$ cat src/rtl/instr_encoder_if.sv
// Field-bundle input handshake plus instruction-memory write port of the encoder.
interface instr_encoder_if #(
    parameter int ADDR_W = 12
);
    logic              in_valid;
    logic              in_ready;
    logic [1:0]        cls;
    logic [4:0]        rd;
    logic [4:0]        rs1;
    logic [4:0]        rs2;
    logic [2:0]        funct3;
    logic [6:0]        funct7;
    logic [31:0]       imm;
    logic              mem_we;
    logic [ADDR_W-1:0] mem_addr;
    logic [31:0]       mem_wdata;
    logic              mem_ready;

    modport master (
        output in_valid, cls, rd, rs1, rs2, funct3, funct7, imm, mem_ready,
        input  in_ready, mem_we, mem_addr, mem_wdata
    );

    modport slave (
        input  in_valid, cls, rd, rs1, rs2, funct3, funct7, imm, mem_ready,
        output in_ready, mem_we, mem_addr, mem_wdata
    );
endinterface

$ cat src/rtl/instr_encoder.sv
// Builds RV32I LOAD/STORE/R-type/BRANCH words from fields and streams them
// into instruction memory, one word per accepted bundle.
module instr_encoder #(
    parameter int ADDR_W    = 12,
    parameter int BASE_ADDR = 0,
    parameter int CNT_W     = 16
) (
    input  logic             clk,
    input  logic             rst,
    input  logic             restart,
    instr_encoder_if.slave   bus,
    output logic             err,
    output logic [CNT_W-1:0] words_written
);
    typedef enum logic { IDLE, WRITE } state_t;

    localparam logic [1:0] CLS_LOAD   = 2'b00;
    localparam logic [1:0] CLS_STORE  = 2'b01;
    localparam logic [1:0] CLS_RTYPE  = 2'b10;
    localparam logic [1:0] CLS_BRANCH = 2'b11;

    localparam logic [6:0] OP_LOAD   = 7'b0000011;
    localparam logic [6:0] OP_STORE  = 7'b0100011;
    localparam logic [6:0] OP_RTYPE  = 7'b0110011;
    localparam logic [6:0] OP_BRANCH = 7'b1100011;

    state_t            state;
    logic [ADDR_W-1:0] addr_q;
    logic [31:0]       wdata_q;
    logic [CNT_W-1:0]  count;
    logic [31:0]       enc;
    logic              legal;
    logic signed [31:0] simm;

    assign simm = $signed(bus.imm);

    // Range checks run on the full 32-bit value so out-of-range immediates
    // cannot alias into a legal-looking low field.
    always_comb begin
        enc   = 32'd0;
        legal = 1'b1;
        case (bus.cls)
            CLS_LOAD: begin
                enc   = {bus.imm[11:0], bus.rs1, bus.funct3, bus.rd, OP_LOAD};
                legal = (simm >= -32'sd2048) && (simm <= 32'sd2047);
            end
            CLS_STORE: begin
                enc   = {bus.imm[11:5], bus.rs2, bus.rs1, bus.funct3, bus.imm[4:0], OP_STORE};
                legal = (simm >= -32'sd2048) && (simm <= 32'sd2047);
            end
            CLS_RTYPE: begin
                enc   = {bus.funct7, bus.rs2, bus.rs1, bus.funct3, bus.rd, OP_RTYPE};
                legal = 1'b1;
            end
            CLS_BRANCH: begin
                enc   = {bus.imm[12], bus.imm[10:5], bus.rs2, bus.rs1, bus.funct3,
                         bus.imm[4:1], bus.imm[11], OP_BRANCH};
                legal = (simm >= -32'sd4096) && (simm <= 32'sd4094) && !bus.imm[0];
            end
            default: begin
                enc   = 32'd0;
                legal = 1'b0;
            end
        endcase
    end

    always_ff @(posedge clk) begin
        if (rst) begin
            state   <= IDLE;
            addr_q  <= ADDR_W'(BASE_ADDR);
            count   <= '0;
            wdata_q <= 32'd0;
            err     <= 1'b0;
        end else begin
            err <= 1'b0;
            case (state)
                IDLE: begin
                    if (restart) begin
                        addr_q <= ADDR_W'(BASE_ADDR);
                        count  <= '0;
                    end else if (bus.in_valid) begin
                        if (legal) begin
                            wdata_q <= enc;
                            state   <= WRITE;
                        end else begin
                            err <= 1'b1;
                        end
                    end
                end
                WRITE: begin
                    // restart is deliberately not looked at here: the write completes
                    if (bus.mem_ready) begin
                        addr_q <= addr_q + ADDR_W'(4);
                        count  <= count + CNT_W'(1);
                        state  <= IDLE;
                    end
                end
                default: state <= IDLE;
            endcase
        end
    end

    assign bus.in_ready  = (state == IDLE) && !restart && !rst;
    assign bus.mem_we    = (state == WRITE);
    assign bus.mem_addr  = addr_q;
    assign bus.mem_wdata = wdata_q;
    assign words_written = count;
endmodule

$ cat src/flat_wrapper.sv
// flat-port wrapper written by rule: the top's interface ports become plain ports
module instr_encoder_flat 
#(
    parameter int ADDR_W    = 12,
    parameter int BASE_ADDR = 0,
    parameter int CNT_W     = 16
)
  (clk, rst, restart, err, words_written, bus_in_valid, bus_cls, bus_rd, bus_rs1, bus_rs2, bus_funct3, bus_funct7, bus_imm, bus_mem_ready, bus_in_ready, bus_mem_we, bus_mem_addr, bus_mem_wdata);
  instr_encoder_if #(.ADDR_W(ADDR_W)) bus_i ();
  input  logic clk;
  input  logic rst;
  input  logic restart;
  output logic err;
  output logic [CNT_W-1:0] words_written;
  input wire logic [$bits(bus_i.in_valid)-1:0] bus_in_valid;
  input wire logic [$bits(bus_i.cls)-1:0] bus_cls;
  input wire logic [$bits(bus_i.rd)-1:0] bus_rd;
  input wire logic [$bits(bus_i.rs1)-1:0] bus_rs1;
  input wire logic [$bits(bus_i.rs2)-1:0] bus_rs2;
  input wire logic [$bits(bus_i.funct3)-1:0] bus_funct3;
  input wire logic [$bits(bus_i.funct7)-1:0] bus_funct7;
  input wire logic [$bits(bus_i.imm)-1:0] bus_imm;
  input wire logic [$bits(bus_i.mem_ready)-1:0] bus_mem_ready;
  output wire logic [$bits(bus_i.in_ready)-1:0] bus_in_ready;
  output wire logic [$bits(bus_i.mem_we)-1:0] bus_mem_we;
  output wire logic [$bits(bus_i.mem_addr)-1:0] bus_mem_addr;
  output wire logic [$bits(bus_i.mem_wdata)-1:0] bus_mem_wdata;
  assign bus_i.in_valid = bus_in_valid;
  assign bus_i.cls = bus_cls;
  assign bus_i.rd = bus_rd;
  assign bus_i.rs1 = bus_rs1;
  assign bus_i.rs2 = bus_rs2;
  assign bus_i.funct3 = bus_funct3;
  assign bus_i.funct7 = bus_funct7;
  assign bus_i.imm = bus_imm;
  assign bus_i.mem_ready = bus_mem_ready;
  assign bus_in_ready = bus_i.in_ready;
  assign bus_mem_we = bus_i.mem_we;
  assign bus_mem_addr = bus_i.mem_addr;
  assign bus_mem_wdata = bus_i.mem_wdata;
  instr_encoder #(.ADDR_W(ADDR_W), .BASE_ADDR(BASE_ADDR), .CNT_W(CNT_W)) u_core (.clk(clk), .rst(rst), .restart(restart), .bus(bus_i), .err(err), .words_written(words_written));
endmodule
$ cat config.mk
export PLATFORM = sky130hd
export DESIGN_NAME = instr_encoder_flat
export DESIGN_NICKNAME = d
export VERILOG_FILES = /design/src/rtl/instr_encoder_if.sv /design/src/rtl/instr_encoder.sv /design/src/flat_wrapper.sv
export SDC_FILE = /design/constraint.sdc
export NUM_CORES = 1
export LEC_CHECK = 0
export BUFFER_PORTS_ARGS = -buffer_cell sky130_fd_sc_hd__clkbuf_2
export CAP_MARGIN = 20
export CORE_MARGIN = 2
export CORE_UTILIZATION = 45
export DETAILED_ROUTE_END_ITERATION = 10
export PLACE_DENSITY = 0.78
export SETUP_SLACK_MARGIN = 0.5
export SYNTH_ARGS = -nofsm -noshare
export SYNTH_HDL_FRONTEND = slang
export SYNTH_SLANG_ARGS = --single-unit
$ cat constraint.sdc
create_clock -name clk -period 2.21 [get_ports clk]
set_clock_uncertainty 0.15 [all_clocks]
set_input_delay 0.221 -clock clk [delete_from_list [all_inputs] [get_ports clk]]
set_output_delay 0.221 -clock clk [all_outputs]
set_load 0.05 [all_outputs]
# Word level (Yosys, flattened, before mapping)
# Cells that the tools add are included.
dict set report totals {
  register_bits 62
  input_bits 64
  out_inout_bits 63
  elab_cells 46
}
dict set report classes {
  add_sub_neg 2
  magnitude_cmp 4
  n_eq_ne 5
  n_mux 14
  bitwise 3
  reduce_logical 13
}
# cell count
set ops {}
lappend ops {{32-bit case mux with 4 select lines} 1}
lappend ops {{32-bit by 12-bit >= comparator with 1-bit output, second input constant} 1}
lappend ops {{32-bit by 13-bit >= comparator with 1-bit output, second input constant} 1}
lappend ops {{32-bit by 12-bit <= comparator with 1-bit output, second input constant} 1}
lappend ops {{32-bit by 13-bit <= comparator with 1-bit output, second input constant} 1}
lappend ops {{16-bit 2-to-1 mux} 2}
lappend ops {{16-bit case mux with 2 select lines} 1}
lappend ops {{12-bit 2-to-1 mux} 2}
lappend ops {{12-bit case mux with 2 select lines} 1}
lappend ops {{16-bit by 1-bit adder with 16-bit output, second input constant} 1}
lappend ops {{12-bit by 3-bit adder with 12-bit output, second input constant} 1}
lappend ops {{1-bit logical AND} 5}
lappend ops {{1-bit 2-to-1 mux} 5}
lappend ops {{2-bit equality test, second input constant} 2}
lappend ops {{2-bit inequality test, second input constant} 2}
lappend ops {{4-bit AND reduction} 1}
lappend ops {{4-bit OR reduction} 1}
lappend ops {{1-bit logical NOT} 3}
lappend ops {{1-bit NOT} 3}
lappend ops {{1-bit case mux with 3 select lines} 1}
lappend ops {{2-bit by 1-bit equality test with 1-bit output, second input constant} 1}
lappend ops {{2-bit logical NOT} 1}
lappend ops {{1-bit case mux with 2 select lines} 1}
lappend ops {{2-bit AND reduction} 1}
lappend ops {{2-bit OR reduction} 1}

# Longest topological paths before layout
# Gate-level depths: netlist of the first run.
dict set report depth {
  word_depth 8
  depth_mapped 7
  mapped_depth_nobuf 6
}

# Worst setup path before layout of the first run
# No wires, ideal clock.
dict set report synth_path {
  path_kind {register to output}
  from {register u_core.state (netlist: u_core.bus.mem_we)}
  to {output bus_in_ready}
  arrival_time_ns 1.879
  required_ns 1.839
  path_slack_ns -0.040
  path_stages_with_launch 3
  n_path_buf 1
  cell_sequence {dfxtp_1 -> clkbuf_1 -> nor3_1}
}
dict set report synth_via {
  elab_chain_cells 3
}
# item line_no
set synth_lines {}
lappend synth_lines {{start, declared} instr_encoder.sv:27} ;# state_t state;
lappend synth_lines {{start signal, assigned} instr_encoder.sv:69} ;# state <= IDLE;
lappend synth_lines {{start signal, assigned} instr_encoder.sv:84} ;# state <= WRITE;
lappend synth_lines {{start signal, assigned} instr_encoder.sv:95} ;# state <= IDLE;
lappend synth_lines {{1-bit NOT (no line)} n/a}
lappend synth_lines {{1-bit logical AND (2 in series)} instr_encoder.sv:103} ;# assign bus.in_ready = (state == IDLE) && !restart && !rst;
lappend synth_lines {{end, declared} flat_wrapper.sv:24} ;# output wire logic [$bits(bus_i.in_ready)-1:0] bus_in_ready;
# Every way passes these cells.

# Worst setup path in the final report of the first run
dict set report layout_path {
  from {input bus_imm[31]}
  to {register u_core.wdata_q[21] (netlist: u_core.bus.mem_wdata[21])}
}
dict set report layout_via {
  elab_chain_cells 5
  elab_cells_between_ends 9
}
# item line_no
set layout_lines {}
lappend layout_lines {{start, declared} flat_wrapper.sv:22} ;# input wire logic [$bits(bus_i.imm)-1:0] bus_imm;
lappend layout_lines {{32-bit by 13-bit >= comparator with 1-bit output / 32-bit by 13-bit <= comparator with 1-bit output (equally long branches)} instr_encoder.sv:58} ;# legal = (simm >= -32'sd4096) && (simm <= 32'sd4094) && !bus.imm[0];
lappend layout_lines {{1-bit logical AND (2 in series)} instr_encoder.sv:58}
lappend layout_lines {{1-bit case mux with 3 select lines (*)} instr_encoder.sv:42} ;# case (bus.cls)
lappend layout_lines {{4-bit AND reduction (no line) (*)} n/a}
lappend layout_lines {{end signal, assigned} instr_encoder.sv:83} ;# wdata_q <= enc;
lappend layout_lines {{end, declared} instr_encoder.sv:29} ;# logic [31:0] wdata_q;
# Every way passes the cells marked *; elsewhere a longest branch is shown, timed or not.
# A chain may end at the register's enable or synchronous reset.

==> results of run 1 <==
-- through the flow --
step                util (%)  total power, uW  instances
global placement       59.41             1464        500
floorplan                  -             1342        318
global route           70.57             2501        549
CTS                    65.33             2353        534
finish                 70.57             2403        549
detailed placement     59.41             1471        500
-- per-layer routing --
layer	vias up	wire (um)	global-route usage, %
met1	1429	3343	26.33
met5	-	0	0
met4	0	193	11.53
met3	19	418	4.615
li1	1460	-	-
met2	92	4216	41.39
-- worst register-to-register path, cell delays in order, from the launching register on --
cell	delay [ns]
dfxtp_4	0.36
nor2_2	0.14
nand2_2	0.13
a221o_2	0.37
nor2_4	0.19
clkbuf_16	0.19
a211oi_1	0.07
-- sequential cells by signal (all words and copies together), names as in the netlist --
| register | flops |
|---|---|
| u_core.bus.mem_addr | 10 |
| u_core.err | 1 |
| u_core.bus.mem_we | 1 |
| u_core.bus.mem_wdata | 29 |
| u_core.words_written | 16 |
-- layout by cell type (no fill, tap or decap), drive strengths merged, types with 3 or more instances in the layout --
cell,netlist,final
a211oi,12,12
nand4,12,12
or3,5,5
and3,4,4
clkinv,0,3
dfxtp,57,57
nor4,7,7
nor2,29,29
a311oi,5,5
nor3,6,6
o21ai,24,24
mux2i,12,12
conb,1,4
xor2,12,12
buf,12,33
a31oi,3,3
clkbuf,13,134
nand3,16,16
dlygate4sd3,0,10
nand2,20,20
a21oi,37,37
inv,4,4
xnor2,3,3
-- final cells by class --
type	count	area (um2)	area share [%]
Tap cell	75	93.84	2.273
Multi-Input combinational cell	233	1584	38.36
Inverter	4	15.01	0.3636
Sequential cell	57	1174	28.42
Timing Repair Buffer	164	1089	26.36
Clock inverter	3	15.01	0.3636
Clock buffer	13	158.9	3.848
-- worst paths after layout --
check,to,slack [ns],depth (start not counted)
worst max register to register,u_core.bus.mem_wdata[9],0.48,6
worst max-delay path,u_core.bus.mem_wdata[21],0.43,9
worst min register to register,u_core.bus.mem_wdata[4],0.33,2
worst min-delay path,u_core.bus.mem_wdata[24],0.009,3
-- cells by family after synthesis --
| kind of cell | after synthesis | synth area share, % |
|---|---|---|
| buffers and inverters | 29 | 5.146 |
| xor gates and xnor gates | 15 | 4.868 |
| AOI/OAI and AO/OA | 92 | 21.47 |
| and+or+nand+nor | 106 | 20.31 |
| DFF | 57 | 42.28 |
| muxes | 13 | 4.868 |
| other | 1 | 0.1389 |
| adders and majority gates | 2 | 0.9271 |
-- what timing repair did --
item | CTS | global route
endpoints found under the hold margin | 10 | 0
setup buffers | 7 | 13
endpoints found under the setup margin | 34 | 35
resized for setup | 3 | 45
pin swaps | 5 | 11
hold buffers | 10 | 0
gates cloned | 1 | 2
-- power by group through the flow --
| stage | Clock (uW) | Sequential [uW] | Combinational [uW] |
|---|---|---|---|
| after floorplan | 0 | 1180 | 166 |
| after detailed placement | 0 | 1090 | 382 |
| after CTS | 883 | 1060 | 406 |
| final | 870 | 1070 | 467 |
| after global routing | 938 | 1070 | 496 |
| after global placement | 0 | 1090 | 377 |
==> key figures, run 1 <==
Critical path
  – R2R Path Start: u_core.bus.mem_we
  – Worst Path Buf+Inv: 3
  – CP max stage cell: a221oi_4
  – Critical Path Max Stage Delay: 0.37 ns
  – Crit. Startpoint: bus_imm[31]
  – Crit path kind: in2reg
  – Worst EP arrival: 1.87 ns
  – Crit Path Max Fanout: 5
  – Critical Path Start Type: input pin
  – Worst Setup End Kind: flip-flop
  – Required @ worst endpoint: 2.30 ns
  – Critical path's top delay family: compound AO/OA/AOI/OAI gates
  – Worst path cell trace: buf_8 > nor4_4 > and4_4 > nand2_4 > a221oi_4 > buf_12 > buf_6 > a21oi_2 > a311oi_1

Hold path
  – Hold Startpoint: bus_imm[4]
  – Hold Crit Class: in2reg

Cells and area
  – Finished Cell Area: 0.004129 mm2
  – Final #Nets: 535
  – Syn-to-layout area delta: 52.99%
  – Antenna cells: 0
  – Layout cells sized above 1: 45.36%
  – Fill cells: 474

Global route
  – Global-route wire length before repair: 11940 um
  – Largest net degree at the start of global routing: 35
  – Grt ovf: 0
  – Initial antenna violation count: 0
  – Total global-route track usage: 23.25%
  – Vias in the first global route: 2698

Placement
  – Dpl hpwl: 5348 um
  – Setup WS pre-CTS: -0.02873 ns
  – I/O Buffers: 122
  – GPL Wtd Cong: 0.8971
  – Placed Area: 0.003476 mm2

Floorplan
  – Die ar.: 0.006633 mm2
  – Die height: 81.45 um
  – Core area: 0.005851 mm2
  – Total I/O pin count: 127
  – Starting Density: 46.13%
  – Row cnt: 28
  – Chip Width: 81.45 um

Detailed routing
  – # DRC: 0
  – First-pass detailed-route iteration total: 4
  – ANT nets after route: 0
  – DR iter-0 viols: 104
  – Vias/cell: 5.464
  – Final WL: 8171 um
  – Via count: 3000
  – Mean routed wirelength per cell: 14.88 um

CTS
  – Max clock buf depth: 2
  – CTS H-Tree Depth: 3
  – Cts bufs inserted: 9
  – Worst-skew pair later-pin latency: 0.33 ns
  – CTS tree: done
  – CTS Sinks: 57
  – Clock Tree Root: clkbuf_8
  – Clock slew at reported path FFs: 0.07 ns

Power and ir drop
  – Pint: 1688 uW
  – Switching Share: 29.78%
  – P per Cell Area: 582.1 mW/mm2
  – P_leak: 0.001767 uW
  – Logic pwr share: 19.4%
  – IR drop worst, VDD: 0.0003348 V
  – Sequential share of power: 44.3%
  – Clock Power Share: 36.2%
  – P_sw: 715.8 uW

Timing
  – Setup violators final: 0
  – Hold Vio Cnt, Final: 0
  – Final Cycle Share: 80.71%
  – RSZ-0062 raised after global routing: true
  – Pins Over Slew Limit: 0
  – Tmin final: 1.784 ns
  – Setup_tns: 0 ns
  – Setup ws final: 0.4264 ns
  – Hold WS: 0.008835 ns
  – Fmax: 0.5607 GHz

Yosys
  – Netlist Area Pre-Place: 0.002699 mm2
  – Asr flop ratio synth: 0%
  – FF+latch count, synth: 57
  – Synth top cells by count: 57 x dfxtp_1, 37 x a21oi_1, 28 x nor2_1
  – Post-synth EDFFs: 0
  – Most frequent cell after synthesis: dfxtp_1
  – Post-synthesis sequential area ratio: 42.28%
  – Leading area contributor after synthesis: dfxtp_1
  – Synth Area per Inst: 8.568 um2
  – Most area-consuming cells after synthesis: dfxtp_1 42%, a21oi_1 6.9%, mux2i_1 4.5%
  – Main synth FF type: dfxtp_1
  – Number of distinct library cells after synthesis: 42
  – Top cell type's share of synthesized area: 42.28%
  – Syn Inst Count: 315
  – YS warnings: 0

Status
  – Outcome: finished clean

Job
  – Max Cap Viol: 0
No activity file was read; power rests on OpenSTA's default activity.
==> run 2, diff against run 1 <==
--- a/config.mk
+++ b/config.mk
@@ -8,9 +8,9 @@
 export BUFFER_PORTS_ARGS = -buffer_cell sky130_fd_sc_hd__clkbuf_2
 export CAP_MARGIN = 20
 export CORE_MARGIN = 2
-export CORE_UTILIZATION = 45
+export CORE_UTILIZATION = 42
 export DETAILED_ROUTE_END_ITERATION = 10
-export PLACE_DENSITY = 0.78
+export PLACE_DENSITY = 0.76
 export SETUP_SLACK_MARGIN = 0.5
 export SYNTH_ARGS = -nofsm -noshare
 export SYNTH_HDL_FRONTEND = slang
==> constraint.sdc (replaced) <==
create_clock -name clk -period 1.6 [get_ports clk]
set_clock_uncertainty 0.15 [all_clocks]
set_input_delay 0.16 -clock clk [delete_from_list [all_inputs] [get_ports clk]]
set_output_delay 0.16 -clock clk [all_outputs]
set_load 0.05 [all_outputs]
==> run 2 against run 1 <==
  * Synthesized cell count unchanged
  * The flow now stops in global routing
  * Synthesized area unchanged
==> key figures, run 2 <==
Yosys
  – Post-synth EDFFs: 0
  – Most frequent cell after synthesis: dfxtp_1
  – Asr flop ratio synth: 0%
  – YS warnings: 0
  – Leading area contributor after synthesis: dfxtp_1
  – Number of distinct library cells after synthesis: 42
  – Synth top cells by count: 57 x dfxtp_1, 37 x a21oi_1, 28 x nor2_1
  – Netlist Area Pre-Place: 0.002699 mm2
  – Post-synthesis sequential area ratio: 42.28%
  – Top cell type's share of synthesized area: 42.28%
  – FF+latch count, synth: 57
  – Most area-consuming cells after synthesis: dfxtp_1 42%, a21oi_1 6.9%, mux2i_1 4.5%
  – Main synth FF type: dfxtp_1
  – Synth Area per Inst: 8.568 um2
  – Syn Inst Count: 315

Placement
  – Setup WS pre-CTS: -0.5254 ns
  – Dpl hpwl: 5838 um
  – I/O Buffers: 122
  – Placed Area: 0.003782 mm2
  – GPL Wtd Cong: 0.8086

Timing
  – Worst_ep grt: u_core.words_written[15]$_SDFFE_PP0P_/D
  – Worst EP kind: register input

CTS
  – CTS Sinks: 57
  – Max clock buf depth: 2
  – Cts bufs inserted: 9
  – CTS H-Tree Depth: 3
  – Clock Tree Root: clkbuf_8

Status
  – Outcome: aborted with a tool error
  – Error: [ERROR DPL-0038] Utilization greater than 100%, impossible to legalize
  – Stopping stage: global routing

Floorplan
  – Chip Width: 84.16 um
  – Die height: 84.16 um
  – Row cnt: 29
  – Starting Density: 42.99%
  – Total I/O pin count: 127

Global route
  – Largest net degree at the start of global routing: 21
## run 2: cells by family after synthesis
| logic type | count (synthesis) | synth area share (%) |
|---|---|---|
| simple gates | 106 | 20.31 |
| compound gates | 92 | 21.47 |
| flops | 57 | 42.28 |
| buf+inv | 29 | 5.146 |
| xor+xnor | 15 | 4.868 |
| mux | 13 | 4.868 |
| fa+ha+maj | 2 | 0.9271 |
| other cells | 1 | 0.1389 |
## run 2: stage by stage
stage	hold WS (ns)	util, %	cells
global placement	0.2486	60.26	531
CTS	0.004832	89.64	607
floorplan	0.1577	-	318
detailed placement	0.2549	60.26	531
## run 2: repair_timing
item,in CTS
hold buffers,20
pin swaps,54
cloned,1
endpoints found under the hold margin,15
setup endpoints to repair,116
buffers inserted,39
resized for setup,250
==> run 3, diff against run 2 <==
--- a/config.mk
+++ b/config.mk
@@ -8,10 +8,9 @@
 export BUFFER_PORTS_ARGS = -buffer_cell sky130_fd_sc_hd__clkbuf_2
 export CAP_MARGIN = 20
 export CORE_MARGIN = 2
-export CORE_UTILIZATION = 42
+export CORE_UTILIZATION = 30
 export DETAILED_ROUTE_END_ITERATION = 10
-export PLACE_DENSITY = 0.76
-export SETUP_SLACK_MARGIN = 0.5
+export PLACE_DENSITY_LB_ADDON = 0.15
 export SYNTH_ARGS = -nofsm -noshare
 export SYNTH_HDL_FRONTEND = slang
 export SYNTH_SLANG_ARGS = --single-unit
==> constraint.sdc (replaced) <==
create_clock -name clk -period 2.08 [get_ports clk]
set_clock_uncertainty 0.15 [all_clocks]
set_input_delay 0.208 -clock clk [delete_from_list [all_inputs] [get_ports clk]]
set_output_delay 0.208 -clock clk [all_outputs]
set_load 0.05 [all_outputs]
==> run 3 against run 2 <==
  * The flow now finishes without violations
==> key figures, run 3 (synthesized netlist as in run 1, its figures left out) <==
CTS
  – Worst-skew pair later-pin latency: 0.33 ns
  – CTS tree: done
  – Clock Tree Root: clkbuf_8
  – Hold Buf Count CTS: 17
  – CTS H-Tree Depth: 3
  – Max clock buf depth: 2
  – Cts bufs inserted: 9
  – Clock slew at reported path FFs: 0.06 ns
  – CTS Sinks: 57
  – Setup Fix Bufs, Post-CTS: 0
  – Post_cts resized: 0

Timing
  – Setup_tns: 0 ns
  – Pins Over Slew Limit: 0
  – Hold WS: 0.02490 ns
  – RSZ-0062 raised after global routing: false
  – Hold Vio Cnt, Final: 0
  – Setup violators final: 0
  – Tmin final: 1.847 ns
  – Fmax: 0.5414 GHz
  – Final Cycle Share: 88.81%

Detailed routing
  – Met2 routed WL: 3600 um
  – Vias/cell: 4.976
  – First-pass detailed-route iteration total: 4
  – M1 WL: 3348 um
  – DR iter-0 viols: 97
  – Mean routed wirelength per cell: 13.27 um
  – Via count: 2871
  – Uppermost layer routed: met4
  – ANT nets after route: 0
  – Final WL: 7657 um
  – Met3 WL post-DR: 603 um
  – # DRC: 0

Cells and area
  – Antenna cells: 0
  – Layout cells sized above 1: 36.03%
  – Largest register FFs: 29
  – Syn-to-layout area delta: 44.51%
  – Most frequent cells in the layout: 122 x clkbuf_2, 56 x dfxtp_1, 37 x a21oi_1
  – Fill cells: 911
  – Final #Nets: 531
  – Commonest non-fill, non-tap cell in the layout: clkbuf_2

Power and ir drop
  – IR drop worst, VDD: 0.0002934 V
  – P_leak: 0.001669 uW
  – P per Cell Area: 685.5 mW/mm2

Critical path
  – Worst path cell trace: nor2_1 > nand2_1 > a221o_1 > buf_4 > nor4_2 > a31o_1
  – Worst EP arrival: 1.98 ns
  – CP max stage cell: a221o_1
  – Reg2reg path depth: 6
  – Critical Path Start Type: flip-flop
  – Crit Path Max Fanout: 6
  – Crit path kind: reg2reg
  – Worst Setup End Kind: flip-flop
  – Required @ worst endpoint: 2.21 ns
  – Critical Path Max Stage Delay: 0.36 ns

Hold path
  – Hold Crit Class: in2reg
  – Hold depth: 3

Floorplan
  – Row cnt: 34
  – Starting Density: 30.95%
  – Die ar.: 0.009770 mm2
  – Total I/O pin count: 127
  – Chip Width: 98.85 um
  – Die height: 98.85 um
  – Core area: 0.008721 mm2

Global route
  – Total global-route track usage: 15.84%
  – Vias in the first global route: 2775
  – Grt ovf: 0
  – Global-route wire length before repair: 12620 um
  – Largest net degree at the start of global routing: 32
  – Initial antenna violation count: 0

Placement
  – Dpl hpwl: 5682 um
  – I/O Buffers: 122
  – GPL Wtd Cong: 0.7900

Status
  – Outcome: finished clean

Job
  – Max Cap Viol: 0
## run 3: worst paths after layout
kind                           startpoint  slack [ns]                       end
setup / recovery        u_core.bus.mem_we        0.23   u_core.bus.mem_wdata[6]
hold / removal                 bus_rs2[2]        0.02  u_core.bus.mem_wdata[22]
setup reg to reg        u_core.bus.mem_we        0.23   u_core.bus.mem_wdata[6]
hold reg to reg   u_core.bus.mem_wdata[7]        0.33   u_core.bus.mem_wdata[7]
## run 3: layer usage
| metal | track usage [%] | vias to the layer above |
|---|---|---|
| met4 | 5.269 | 0 |
| met2 | 25.78 | 111 |
| met5 | 0 | - |
| met3 | 6.028 | 11 |
| li1 | - | 1445 |
| met1 | 19.23 | 1304 |
## run 3: cell type report
| cell class | instances | area [um2] | area share (%) |
|---|---|---|---|
| clock buffers | 13 | 178.9 | 4.588 |
| multi-input cells | 232 | 1435 | 36.80 |
| repair buffers | 161 | 958.4 | 24.57 |
| flip-flops and latches | 57 | 1142 | 29.29 |
| inverters | 4 | 15.01 | 0.3850 |
| clock inverters | 2 | 35.03 | 0.8983 |
| well taps | 108 | 135.1 | 3.465 |
## run 3: per-stage QoR
step	power (uW)	instances	cell area, um2	setup slack [ns]	util [%]
3_5_place_dp	1571	545	3516	-0.06192	40.32
3_3_place_gp	1571	545	3516	-0.01188	40.32
2_1_floorplan	1424	318	2716	0.002295	-
4_1_cts	2711	577	3900	0.2313	44.72
6_report	2673	577	3900	0.2328	44.72
5_1_grt	2789	577	3900	0.06245	44.72
## run 3: where the power goes
part           switching [uW]  total (uW)  internal, uW  leakage, uW
Combinational             278         433           155      0.00110
Clock                     428        1100           675     0.000112
Sequential               16.7        1140          1120     0.000462
## run 3: critical path: cells and delay by family, from the launching register on
| family | cells | cell delay (ns) |
|---|---|---|
| and+or+nand+nor | 3 | 0.63 |
| AOI/OAI and AO/OA | 2 | 0.49 |
| DFF | 1 | 0.35 |
| buffers and inverters | 1 | 0.16 |
==> run 4, diff against run 3 <==
--- a/config.mk
+++ b/config.mk
@@ -7,6 +7,7 @@
 export LEC_CHECK = 0
 export BUFFER_PORTS_ARGS = -buffer_cell sky130_fd_sc_hd__clkbuf_2
 export CAP_MARGIN = 20
+export CORE_ASPECT_RATIO = 0.75
 export CORE_MARGIN = 2
 export CORE_UTILIZATION = 30
 export DETAILED_ROUTE_END_ITERATION = 10
==> run 4 against run 3 <==
  * Setup slack better by 0.029 ns
  * Register-to-register slack better by 0.03 ns
  * Hold slack worse by 0.013 ns
  * Non-clock buffer count down 7
  * Sequential cell count unchanged
  * Core utilization up 1.1 points
  * Critical endpoint is now u_core.words_written[15]
  * Highest routed layer unchanged
==> key figures, run 4 (synthesized netlist as in run 1, its figures left out) <==
Status
  – Outcome: finished clean

Power and ir drop
  – P_leak: 0.001685 uW
  – P per Cell Area: 766.6 mW/mm2
  – IR drop worst, VDD: 0.0003714 V
  – Final Power: 3021 uW

Detailed routing
  – # DRC: 0
  – Vias/cell: 4.856
  – First-pass detailed-route iteration total: 4
  – Mean routed wirelength per cell: 13.34 um
  – ANT nets after route: 0
  – Via count: 2768
  – DR iter-0 viols: 174
  – Final WL: 7605 um

Critical path
  – Critical Path Start Type: flip-flop
  – R2r endpoint: u_core.words_written[15]
  – FF-to-FF setup slack: 0.26 ns
  – Worst Path Buf+Inv: 0
  – R2R Path Start: u_core.words_written[5]
  – Worst EP arrival: 1.87 ns
  – Worst path cell trace: and4_1 > nand4_1 > nor3_1 > nand3_1 > xor2_1 > nor2_1
  – Critical Path Max Stage Delay: 0.41 ns
  – Crit path kind: reg2reg
  – CP max stage cell: dfxtp_1
  – Critical path's top delay family: simple AND/OR/NAND/NOR gates
  – Worst Setup End Kind: flip-flop
  – Reg2reg path depth: 6
  – Required @ worst endpoint: 2.13 ns
  – Crit Path Max Fanout: 6

Floorplan
  – Starting Density: 31.38%
  – Row cnt: 29
  – Total I/O pin count: 127
  – Chip Width: 113.5 um
  – Core area: 0.008600 mm2
  – Die ar.: 0.009779 mm2
  – Die height: 86.14 um

Placement
  – Setup WS pre-CTS: -0.04635 ns
  – Placed Area: 0.003533 mm2
  – Dpl hpwl: 5656 um
  – Placed Cells: 544
  – I/O Buffers: 122
  – GPL Wtd Cong: 0.7456

Global route
  – Grt ovf: 0
  – Largest net degree at the start of global routing: 21
  – Initial antenna violation count: 0
  – Global-route wire length before repair: 12330 um
  – Total global-route track usage: 15.72%
  – Vias in the first global route: 2537

Cells and area
  – Layout cells sized above 1: 36.15%
  – Final #Nets: 524
  – Most frequent cells in the layout: 122 x clkbuf_2, 56 x dfxtp_1, 37 x a21oi_1
  – Commonest non-fill, non-tap cell in the layout: clkbuf_2
  – Post-Layout Cell Count: 570
  – Finished Cell Area: 0.003940 mm2
  – Fill cells: 843
  – Antenna cells: 0
  – Syn-to-layout area delta: 45.99%
  – Largest register FFs: 29

Timing
  – Fmax: 0.5501 GHz
  – Worst Max-Slew Pin Slew: 0.4911 ns
  – Final Cycle Share: 87.39%
  – Pins Over Slew Limit: 0
  – Setup violators final: 0
  – Hold Vio Cnt, Final: 0
  – RSZ-0062 raised after global routing: false
  – Tmin final: 1.818 ns
  – Slew margin rel.: 66.91%
  – Setup ws final: 0.2622 ns

CTS
  – Clock Tree Root: clkbuf_16
  – CTS Sinks: 57
  – Clock slew at reported path FFs: 0.05 ns
  – CTS H-Tree Depth: 3
  – Cts bufs inserted: 9
  – Max clock buf depth: 2
  – CTS tree: done
  – Post_cts resized: 0
  – Worst-skew pair later-pin latency: 0.32 ns

Hold path
  – Hold Crit Class: in2reg
  – Hold Startpoint: bus_imm[3]
  – Hold depth: 3
  – Hold path endpoint: u_core.bus.mem_wdata[23]

Job
  – Max Cap Viol: 0
-- run 4: power breakdown --
group	internal [uW]	leakage, uW	switching (uW)
Sequential	1120	0.000462	17.8
Combinational	151	0.00107	276
Clock	980	0.000148	473
-- run 4: stage by stage --
stage	hold slack, ns	util (%)	TNS, ns
finish	0.01175	45.82	0
global route	0.03311	45.82	0
CTS	0.001168	45.82	0
detailed placement	0.3037	41.09	-0.1764
global placement	0.3042	41.09	-0.4961
floorplan	0.2057	-	0
-- run 4: cell type report --
type,count,area [um2],area share (%)
multi-input combinational,232,1435,36.42
sequential,57,1142,28.99
timing repair buffer,154,915.9,23.25
clock buffer,12,256.5,6.510
tap,108,135.1,3.430
clock inverter,3,40.04,1.016
inverter,4,15.01,0.3811
-- run 4: how the worst max path moves through the flow --
stage / from / endpoint / cells after the start
final: u_core.words_written[5] / u_core.words_written[15] / 6
after global placement: bus_imm[12] / u_core.bus.mem_wdata[16] / 8
after detailed placement: bus_imm[12] / u_core.bus.mem_wdata[16] / 8
after global routing: u_core.words_written[5] / u_core.words_written[15] / 6
after floorplan: u_core.words_written[3] / u_core.words_written[13] / 6
after CTS: u_core.words_written[5] / u_core.words_written[15] / 6
-- run 4: metal layers --
metal | wire [um] | global-route usage, % | vias to the layer above
met2 | 3223 | 22.21 | 85
met4 | 38 | 4.656 | 0
met1 | 3762 | 22.50 | 1238
met3 | 581 | 5.442 | 4
li1 | - | - | 1441
met5 | 0 | 0 | -
-- run 4: worst min-delay path, cell delays in order --
cell and delay, ns:
clkbuf_2 0.09, nand2_1 0.05, a311oi_1 0.08
-- run 4: repair_timing --
| item | in CTS | in global routing |
|---|---|---|
| hold endpoints to repair | 11 | 0 |
| buffers inserted | 0 | 0 |
| hold buffers | 11 | 0 |
